[config.mk]
export PLATFORM = sky130hd
export DESIGN_NAME = trace_cmd_ctrl
export DESIGN_NICKNAME = d
export VERILOG_FILES = /design/src/rtl/trace_cmd_pkg.sv /design/src/rtl/tx_arbiter.sv /design/src/rtl/trace_cmd_ctrl.sv
export SDC_FILE = /design/constraint.sdc
export NUM_CORES = 1
export LEC_CHECK = 0
export ABC_AREA = 1
export ABC_CLOCK_PERIOD_IN_PS = 2300
export BUFFER_PORTS_ARGS = -buffer_cell sky130_fd_sc_hd__buf_2
export CELL_PAD_IN_SITES_DETAIL_PLACEMENT = 1
export CELL_PAD_IN_SITES_GLOBAL_PLACEMENT = 2
export CORE_AREA = 4 4 123 125
export CTS_BUF_LIST = sky130_fd_sc_hd__clkbuf_16
export CTS_CLUSTER_SIZE = 20
export DETAILED_ROUTE_END_ITERATION = 10
export DIE_AREA = 0 0 127 129
export HOLD_SLACK_MARGIN = 0.12
export PLACE_DENSITY = 0.67
export SLEW_MARGIN = 10
export SYNTH_ARGS = -nofsm -noshare
export SYNTH_HDL_FRONTEND = slang
export SYNTH_SLANG_ARGS = --single-unit
[constraint.sdc]
create_clock -name clkOut -period 2.3 [get_ports clkOut]
set_clock_uncertainty 0.1 [all_clocks]
set_input_delay 0.23 -clock clkOut [delete_from_list [all_inputs] [get_ports clkOut]]
set_output_delay 0.23 -clock clkOut [all_outputs]
set_load 0.02 [all_outputs]
[src/rtl/trace_cmd_pkg.sv]
// Shared constants and parser state type for the trace command controller.
package trace_cmd_pkg;

    localparam logic [7:0] SYNC_BYTE  = 8'hA5;
    localparam logic [7:0] ACK        = 8'h5A;
    localparam logic [7:0] NAK        = 8'hEE;
    localparam logic [7:0] CMD_WIDTH  = 8'h01;
    localparam logic [7:0] CMD_EN     = 8'h02;
    localparam logic [7:0] CMD_STATUS = 8'h03;

    typedef enum logic [2:0] {
        P_IDLE,
        P_CMD,
        P_ARG,
        P_SUM,
        P_EXEC
    } parser_state_t;

    // Only 1, 2 and 4 are legal trace bus widths.
    function automatic logic width_ok(input logic [7:0] arg);
        return (arg == 8'd1) || (arg == 8'd2) || (arg == 8'd4);
    endfunction

endpackage

[src/rtl/tx_arbiter.sv]
// Shares the UART transmitter between command replies and the trace stream.
// Replies sit in a two-byte buffer and always win a free send slot; a slot
// is withheld for one cycle after each send because uart_free lags by a cycle.
module tx_arbiter (
    input  logic       clkOut,
    input  logic       rst,
    input  logic       push,
    input  logic [7:0] push_b0,
    input  logic [7:0] push_b1,
    output logic       busy,
    input  logic       trace_en,
    input  logic       trc_valid,
    input  logic [7:0] trc_data,
    output logic       trc_ready,
    input  logic       uart_free,
    output logic       uart_send,
    output logic [7:0] uart_byte
);

    logic [7:0] buf0;
    logic [7:0] buf1;
    logic [1:0] pending;
    logic       slot;
    logic       take_reply;
    logic       take_trace;

    assign slot       = uart_free && !uart_send;
    assign take_reply = slot && (pending != 2'd0);
    assign take_trace = slot && (pending == 2'd0) && trace_en && trc_valid && !rst;
    assign trc_ready  = take_trace;
    assign busy       = (pending != 2'd0);

    // Register the send decision and manage the reply buffer occupancy.
    always_ff @(posedge clkOut) begin
        if (rst) begin
            pending   <= 2'd0;
            buf0      <= 8'd0;
            buf1      <= 8'd0;
            uart_send <= 1'b0;
            uart_byte <= 8'd0;
        end else begin
            uart_send <= take_reply || take_trace;
            if (take_reply) begin
                uart_byte <= (pending == 2'd2) ? buf0 : buf1;
                pending   <= pending - 2'd1;
            end else begin
                if (take_trace) begin
                    uart_byte <= trc_data;
                end
                if (push && (pending == 2'd0)) begin
                    pending <= 2'd2;
                    buf0    <= push_b0;
                    buf1    <= push_b1;
                end
            end
        end
    end

endmodule

[src/rtl/trace_cmd_ctrl.sv]
// Host command parser for the trace bridge: decodes A5/CMD/ARG/SUM frames,
// owns the trace width and enable registers, and queues replies for the
// shared UART transmitter.
module trace_cmd_ctrl #(
    parameter int         TIMEOUT     = 480000,
    parameter logic [2:0] RESET_WIDTH = 3'd4
) (
    input  logic       clkOut,
    input  logic       rst,
    input  logic       rx_strobe,
    input  logic [7:0] rx_byte,
    input  logic       rx_err,
    input  logic       trc_valid,
    input  logic [7:0] trc_data,
    output logic       trc_ready,
    input  logic       uart_free,
    output logic       uart_send,
    output logic [7:0] uart_byte,
    input  logic       sync,
    input  logic       ovf,
    output logic [2:0] cfg_width,
    output logic       trace_en
);

    import trace_cmd_pkg::*;

    localparam int TW = $clog2(TIMEOUT);

    parser_state_t state;
    parser_state_t state_next;
    logic [7:0]    cmd_r;
    logic [7:0]    arg_r;
    logic [7:0]    sum_r;
    logic [TW-1:0] timer;
    logic          waiting;
    logic          timed_out;
    logic          exec_ok;
    logic          width_we;
    logic          en_we;
    logic [7:0]    reply_b0;
    logic [7:0]    reply_b1;
    logic [7:0]    status;
    logic          reply_busy;

    assign waiting   = (state == P_CMD) || (state == P_ARG) || (state == P_SUM);
    assign timed_out = waiting && (timer == TW'(TIMEOUT - 1));
    assign exec_ok   = (state == P_EXEC) && !rx_err;
    assign status    = {sync, ovf, 2'b00, trace_en, cfg_width};

    // Parser next-state: framing errors and inter-byte timeouts abort to idle.
    always_comb begin
        state_next = state;
        if (rx_err || timed_out) begin
            state_next = P_IDLE;
        end else begin
            case (state)
                P_IDLE:  if (rx_strobe && (rx_byte == SYNC_BYTE)) state_next = P_CMD;
                P_CMD:   if (rx_strobe) state_next = P_ARG;
                P_ARG:   if (rx_strobe) state_next = P_SUM;
                P_SUM:   if (rx_strobe) state_next = P_EXEC;
                P_EXEC:  state_next = P_IDLE;
                default: state_next = P_IDLE;
            endcase
        end
    end

    // Decode the latched frame into a reply and config write enables.
    always_comb begin
        reply_b0 = NAK;
        reply_b1 = cmd_r;
        width_we = 1'b0;
        en_we    = 1'b0;
        if (sum_r == (cmd_r ^ arg_r)) begin
            case (cmd_r)
                CMD_WIDTH: begin
                    if (width_ok(arg_r)) begin
                        reply_b0 = ACK;
                        width_we = 1'b1;
                    end
                end
                CMD_EN: begin
                    reply_b0 = ACK;
                    en_we    = 1'b1;
                end
                CMD_STATUS: begin
                    reply_b0 = ACK;
                    reply_b1 = status;
                end
                default: begin
                    reply_b0 = NAK;
                end
            endcase
        end
    end

    // Parser state register and inter-byte timeout counter.
    always_ff @(posedge clkOut) begin
        if (rst) begin
            state <= P_IDLE;
            timer <= '0;
        end else begin
            state <= state_next;
            if (waiting && !rx_strobe && !rx_err && !timed_out) begin
                timer <= timer + TW'(1);
            end else begin
                timer <= '0;
            end
        end
    end

    // Latch frame bytes as they arrive; an aborting cycle drops its byte.
    always_ff @(posedge clkOut) begin
        if (rst) begin
            cmd_r <= 8'd0;
            arg_r <= 8'd0;
            sum_r <= 8'd0;
        end else if (rx_strobe && !rx_err && !timed_out) begin
            case (state)
                P_CMD:   cmd_r <= rx_byte;
                P_ARG:   arg_r <= rx_byte;
                P_SUM:   sum_r <= rx_byte;
                default: ;
            endcase
        end
    end

    // Config registers change on the edge leaving the execute state.
    always_ff @(posedge clkOut) begin
        if (rst) begin
            cfg_width <= RESET_WIDTH;
            trace_en  <= 1'b1;
        end else if (exec_ok) begin
            if (width_we) cfg_width <= arg_r[2:0];
            if (en_we)    trace_en  <= arg_r[0];
        end
    end

    tx_arbiter u_tx_arbiter (
        .clkOut    (clkOut),
        .rst       (rst),
        .push      (exec_ok),
        .push_b0   (reply_b0),
        .push_b1   (reply_b1),
        .busy      (reply_busy),
        .trace_en  (trace_en),
        .trc_valid (trc_valid),
        .trc_data  (trc_data),
        .trc_ready (trc_ready),
        .uart_free (uart_free),
        .uart_send (uart_send),
        .uart_byte (uart_byte)
    );

    // A frame that executes while a reply is still queued loses its reply.
    logic unused_busy;
    assign unused_busy = reply_busy;

endmodule
# Word-level counts from Yosys, hierarchy flattened
# Cells that the tools add are included.
[op_classes] n_addsub=2 multipliers=0 n_div=0 n_lt_le_gt_ge=0 eq_ne=18 shift=0 muxes=20 n_bitwise=3 n_reduce_logical=41
[op_table] cell="$mux W8" n=7
[op_table] cell="$eq A8 B2 Y1 const B" n=3
[op_table] cell="$add A19 B1 Y19 const B" n=1
[op_table] cell="$eq A19 B19 Y1 const B" n=1
[op_table] cell="$eq A8 B1 Y1 const B" n=2
[op_table] cell="$pmux W8 S2" n=1
[op_table] cell="$logic_and A1 B1 Y1" n=15
[op_table] cell="$mux W3" n=4
[op_table] cell="$pmux W3 S4" n=1
[op_table] cell="$reduce_and A2 Y1" n=6
[op_table] cell="$eq A8 B3 Y1 const B" n=1
[op_table] cell="$eq A8 B8 Y1" n=1
[op_table] cell="$eq A8 B8 Y1 const B" n=1
[op_table] cell="$ne A2 B2 Y1 const B" n=4
[op_table] cell="$xor A8 B8 Y8" n=1
[op_table] cell="$eq A3 B2 Y1 const B" n=2
[op_table] cell="$logic_or A1 B1 Y1" n=6
[op_table] cell="$reduce_bool A2 Y1" n=3
[op_table] cell="$reduce_or A2 Y1" n=3
[op_table] cell="$logic_not A1 Y1" n=5
[op_table] cell="$mux W1" n=5
[op_table] cell="$mux W2" n=2
[op_table] cell="$reduce_and A4 Y1" n=1
[op_table] cell="$eq A3 B1 Y1 const B" n=1
[op_table] cell="other kinds (6)" n=7
[totals] register_bits=77 latch_bits=0 ramBits=0 romBits=0 inputBits=24 output_inout_bits=14 wordCells=96 n_memories=0

# Depth between registers and ports, before layout
# Gate-level depths: netlist of the first run.
[logic_depth] word_depth=8 ltp_mapped=12 ltp_nobuf=12

# Cells and area by module
# From an unflattened synthesis of the first run, not the netlist that was laid out.
[hier_totals] cells_unflattened=610 hier_area_um2=3988.8
[by_module_without_submodules] module="trace_cmd_ctrl" instances=1 cells_per_inst=421 area_per_inst_um2=2725.1
[by_module_without_submodules] module="tx_arbiter" instances=1 cells_per_inst=189 area_per_inst_um2=1263.7

# Worst setup path before layout of the first run
# Ideal clock, no wire load.
[synth_path] path_type="flip-flop to flip-flop" start="register timer[0]" end="register timer[18]" t_arrival_ns=1.519 setup_slack_ns=0.559 stages_incl_launch_ff=10 cell_sequence="dfxtp_1 > ha_1 > nand2_2 > nor3_4 > nand4_4 > nand3_2 > or2_1 > buf_6 > buf_6 > a21oi_1"
[synth_via] elab_chain_len=6 word_cells_on_any_way=7
[synth_lines] item="from (decl)" line_no="trace_cmd_ctrl.sv:34" rtl="logic [TW-1:0] timer;"
[synth_lines] item="from (signal assigned)" line_no="trace_cmd_ctrl.sv:104" rtl="timer <= timer + TW'(1);"
[synth_lines] item="branches (longest 6 deep; another with $add A19 B1 Y19)"
# Parallel ways; which one is timed is not known.
# A chain may end at the register's enable or synchronous reset.

# Worst setup path after layout of the first run
[layout_path] start="register timer[0]" end="register timer[15]"
# Same word-level chain as after synthesis.

==> results.ini, run 1 <==
[clocking]
cts-resized-gates=0
numClockSinks=72
clockRootBuffer=clkbuf_16
clk_latency_ns=0.34
cts_tree=yes
numCtsBuffers=9
ctsHoldBuffers=11
cts_setup_buffers=0
clk_path_buf_depth=2
clk_pin_slew_ns=0.05
htree_levels=3

[global_route]
grt_pass1_wl_microns=16300
first_global_vias=3356
overflow=0
antenna_found_initial=0
grt_use_total_pct=12.5
grt_start_max_net_pins=46

[detailed_routing]
avgRoutedWirePerCell_microns=13.1
wirelength_microns=9660
vias=3303
routed_via_density=4.49
drt_iter0_markers=149
ant_nets=0
drtPass1Iterations=4
drc=0

[logic_synthesis]
async_flop_share_pct=0
ys.flop_type=dfxtp_1
synth_edf_count=0
synth_area_per_cell_sq_um=6.94
syn_nets=526
yosysTopAreaCell=dfxtp_1
synth_warnings=0
yosysTopAreaCellShare_pct=41.6
synth_cells=499
synth_area_sq_um=3460
yosys_register_bits=72
yosysSeqAreaShare_pct=41.6
ys_types=30
synthTopCellsByArea=dfxtp_1 42%, nand2_1 12%, o21ai_0 8.0%

[die]
fp-row-count=43
coreArea_sq_um=13900
die_h_microns=129
initial_core_util_pct=24.9
die-width_microns=127
die-area_sq_um=16400
io_pins=38

[setup_path]
worst_ep_required_time_ns=2.41
endpoint_kind=register
start_kind=register
worst_path_max_delay_cell=dfxtp_1
r2r-end=timer[15]$_SDFF_PP0_
worstPathMaxFanout=19
crit_chain=ha_1 > nand2_2 > nor3_4 > nand4_4 > nand3_2 > or2_1 > buf_4 > nor2_1
cp_slowest_stage_delay_ns=0.37
reg2reg_slack_ns=0.37
crit_type=register to register
reg2reg_depth=8
crit_arrival_ns=2.04
r2r-start=timer[0]$_SDFF_PP0_

[sta]
worst_slack_ns=0.374
rsz0062_at_grt=false
drv_slew=0
hold_violations=0
post-route-period-util_pct=83.7
setup_tns_ns=0
min_period_ns=1.93
worst_pin_slew_ns=0.413
clock.fmax_mhz=519
setup_violations=0
slew_headroom_pct=72.5

[final_layout]
drive_above_1_share_pct=12.8
final_cell_mix=111 x nand2_1, 72 x dfxtp_1, 65 x inv_1
fin_util_pct=30.6
register_area_sq_um=1440
multi_input_area_sq_um=1690
areaGrowthSynthToFinish_pct=22.8
num_antenna_cells=0
stdcell_count=736
fillerInstances=1752
design_area_sq_um=4250
final_common_cell=nand2_1
final_nets=578

[place]
port_buffers=37
placed_cell_area_sq_um=3840
place_congestion=0.738
dp_cells=709
place_ws_ns=0.358
dp_hpwl_microns=7210

[power_and_ir_drop]
ir_drop_uv=265
p_leak_nw=1.75
powerDensity_nw_per_um2=666

[min_path]
min_path_cells=3
min_to=cmd_r[3]$_SDFFE_PP0P_
min-delay-start=rx_byte[3]
hold_class=input port to register

[outcome]
status=completed

[job]
cap_viol_max_count=0

[power by group]
part           internal, mW  switching, mW  total (mW)
clock network         0.931          0.533        1.46
logic                0.0456         0.0632       0.109
registers              1.26        0.00350        1.26
[metal layers]
| layer | wire length, microns | GRT usage (%) |
|---|---|---|
| met1 | 4690 | 15.8 |
| met2 | 4570 | 20.8 |
| met3 | 261 | 3.40 |
| met4 | 133 | 3.97 |
| met5 | 0 | 0 |
[cells by family after synthesis]
| group | after synthesis | synth area share, % |
|---|---|---|
| AOI/OAI and AO/OA | 107 | 15.8 |
| xor gates and xnor gates | 8 | 2.02 |
| adders and majority gates | 3 | 1.08 |
| buffers and inverters | 78 | 9.50 |
| DFF | 72 | 41.6 |
| muxes | 1 | 0.325 |
| and+or+nand+nor | 230 | 29.6 |
[stage by stage]
step	total power, mW	hold slack, ns
after floorplan	1.33	0.199
after global placement	1.38	0.340
after detailed placement	1.38	0.350
after CTS	2.88	0.121
after global routing	2.95	0.147
final	2.83	0.137
[critical path: cells and delay by family (launching register included)]
| kind | cells | cell delay [ns] |
|---|---|---|
| adder cells (fa/ha/maj) | 1 | 0.20 |
| flip-flops | 1 | 0.37 |
| AND/OR/NAND/NOR | 6 | 0.89 |
| buffers and inverters | 1 | 0.23 |
[worst max path at each step]
stage                         from                   end  depth (start not counted)  slack (ns)
6_report       timer[0]$_SDFF_PP0_  timer[15]$_SDFF_PP0_                          8        0.37
5_1_grt        timer[0]$_SDFF_PP0_  timer[18]$_SDFF_PP0_                          9        0.16
4_1_cts        timer[0]$_SDFF_PP0_  timer[15]$_SDFF_PP0_                          8        0.34
3_5_place_dp   timer[0]$_SDFF_PP0_  timer[15]$_SDFF_PP0_                          8        0.36
3_3_place_gp   timer[0]$_SDFF_PP0_  timer[15]$_SDFF_PP0_                          8        0.45
2_1_floorplan  timer[0]$_SDFF_PP0_  timer[18]$_SDFF_PP0_                          9        0.56
[state kept, by name (all words and copies together), names as in the netlist]
signal,flops
u_tx_arbiter.uart_send,1
trace_en,1
cfg_width,3
u_tx_arbiter.uart_byte,8
arg_r,8
u_tx_arbiter.pending,2
sum_r,8
state,3
u_tx_arbiter.buf0,3
u_tx_arbiter.buf1,8
timer,19
cmd_r,8
[final cells by class]
cell class              count  share of cell area [%]
multi-input cells         349                    39.8
flip-flops and latches     72                    33.9
repair buffers             55                    8.18
inverters                  64                    5.65
clock buffers               9                    5.30
well taps                 180                    5.30
clock inverters             7                    1.85
[cells in the mapped netlist, types with 3 or more instances]
master	instances
nand3_2	5
dfxtp_1	72
nor3_1	15
clkbuf_1	6
nand3_1	25
a31oi_1	7
or2_2	5
nand2_1	111
ha_1	3
nor2_1	52
a21oi_1	44
buf_6	4
inv_1	63
o21ai_0	55
nand4_1	8
xor2_1	8
(Power assumes the default switching activity.)
==> inputs of run 2 (changes only) <==
--- a/config.mk
+++ b/config.mk
@@ -6,7 +6,7 @@
 export NUM_CORES = 1
 export LEC_CHECK = 0
 export ABC_AREA = 1
-export ABC_CLOCK_PERIOD_IN_PS = 2300
+export ABC_CLOCK_PERIOD_IN_PS = 1800
 export BUFFER_PORTS_ARGS = -buffer_cell sky130_fd_sc_hd__buf_2
 export CELL_PAD_IN_SITES_DETAIL_PLACEMENT = 1
 export CELL_PAD_IN_SITES_GLOBAL_PLACEMENT = 2
==> constraint.sdc (replaced) <==
create_clock -name clkOut -period 1.8 [get_ports clkOut]
set_clock_uncertainty 0.1 [all_clocks]
set_input_delay 0.18 -clock clkOut [delete_from_list [all_inputs] [get_ports clkOut]]
set_output_delay 0.18 -clock clkOut [all_outputs]
set_load 0.02 [all_outputs]
==> results.ini, run 2 (same netlist as run 1, synthesis figures left out) <==
[outcome]
status=completed

[setup_path]
start_kind=register
worst_ep_required_time_ns=1.93
crit_arrival_ns=1.85
endpoint_kind=register
worstPathMaxFanout=8
crit_type=register to register

[global_route]
grt_pass1_wl_microns=16900
first_global_vias=3503
grt_start_max_net_pins=46
antenna_found_initial=0
overflow=0
grt_use_total_pct=13.0

[sta]
setup_violations=0
setup_tns_ns=0
post-route-period-util_pct=95.5
hold_violations=0
worst_slack_ns=0.0819
clock.fmax_mhz=582
rsz0062_at_grt=true
whs_ns=0.143
worst_pin_slew_ns=0.501
drv_slew=0
min_period_ns=1.72
slew_headroom_pct=66.5

[final_layout]
final_cell_mix=109 x nand2_1, 66 x dfxtp_1, 61 x inv_1
final_nets=612
areaGrowthSynthToFinish_pct=34.7
fin_util_pct=33.6
design_area_sq_um=4660
multi_input_area_sq_um=1760
regMostFlops=timer
drive_above_1_share_pct=19.8
largest_reg_flops=19
stdcell_count=770
register_area_sq_um=1450
fillerInstances=1752
num_antenna_cells=0
final_common_cell=nand2_1

[die]
die_h_microns=129
die-width_microns=127
io_pins=38
die-area_sq_um=16400
initial_core_util_pct=24.9
fp-row-count=43
coreArea_sq_um=13900

[detailed_routing]
vias=3431
wirelength_microns=10400
avgRoutedWirePerCell_microns=13.6
drc=0
drtPass1Iterations=4
drt_iter0_markers=125
ant_nets=0
routed_via_density=4.46

[job]
cap_viol_max_count=0

[clocking]
clk_pin_slew_ns=0.06
numCtsBuffers=9
numClockSinks=72
htree_levels=3
clk_path_buf_depth=2
cts_tree=yes
clk_latency_ns=0.34
clockRootBuffer=clkbuf_16

[power_and_ir_drop]
p_leak_nw=1.93
ir_drop_uv=374
p_total_mw=3.58
powerDensity_nw_per_um2=768

[place]
dp_cells=722
placed_cell_area_sq_um=3960
dp_hpwl_microns=7530
port_buffers=37
place_ws_ns=-0.0206
place_congestion=0.736

[min_path]
hold_class=input port to register

==> run 2: changes by cell type in the layout (fill, tap and decap cells not counted), sizes merged <==
cell / change
clkinvlp: +2
inv: -2
dlygate4sd3: +9
bufinv: -1
clkbuf: +1
clkinv: +1
buf: +24
==> run 2: where the power goes <==
group          internal, mW  total, mW  switching [mW]
Sequential             1.60       1.61         0.00422
Clock                  1.07       1.81           0.740
Combinational        0.0754      0.163          0.0877
Total                  2.75       3.58           0.832
==> run 2: cell type report <==
type	instances	share of cell area [%]
clock inverters	7	1.56
inverters	64	5.23
clock buffers	9	4.83
multi-input cells	349	37.8
well taps	180	4.83
flip-flops and latches	72	31.1
repair buffers	89	14.7
==> run 2: worst paths after layout <==
kind,from,slack [ns],end,cells past startpoint
hold reg to reg,u_tx_arbiter.pending[0]$_SDFFE_PP0P_,0.36,u_tx_arbiter.pending[0]$_SDFFE_PP0P_,1
setup / recovery,timer[1]$_SDFF_PP0_,0.08,arg_r[0]$_SDFFE_PP0P_,8
setup reg to reg,timer[1]$_SDFF_PP0_,0.08,arg_r[0]$_SDFFE_PP0P_,8
hold / removal,trc_valid,0.14,u_tx_arbiter.uart_send$_SDFF_PP0_,5
==> run 2: critical path: stages, from the launching register on <==
cell	delay, ns
dfxtp_4	0.36
ha_4	0.14
nand2_4	0.06
nor3_4	0.26
nand4_4	0.20
nand3_4	0.17
clkbuf_16	0.17
buf_6	0.09
a21oi_1	0.05
==> run 2: per-layer routing <==
| layer | vias to the layer above | wire length, microns | global-route usage, % |
|---|---|---|---|
| met1 | 1595 | 4990 | 16.2 |
| met2 | 28 | 5040 | 21.8 |
| met4 | 0 | 191 | 5.36 |
| li1 | 1795 | - | - |
| met5 | - | 0 | 0 |
| met3 | 13 | 231 | 2.66 |
==> run 2: repair_timing <==
action / in CTS / in global routing
cloned: 0 / 2
pin swaps: 1 / 6
endpoints found under the hold margin: 41 / 0
resized for setup: 0 / 38
setup buffers: 0 / 10
hold buffers: 20 / 0
endpoints found under the setup margin: 2 / 58
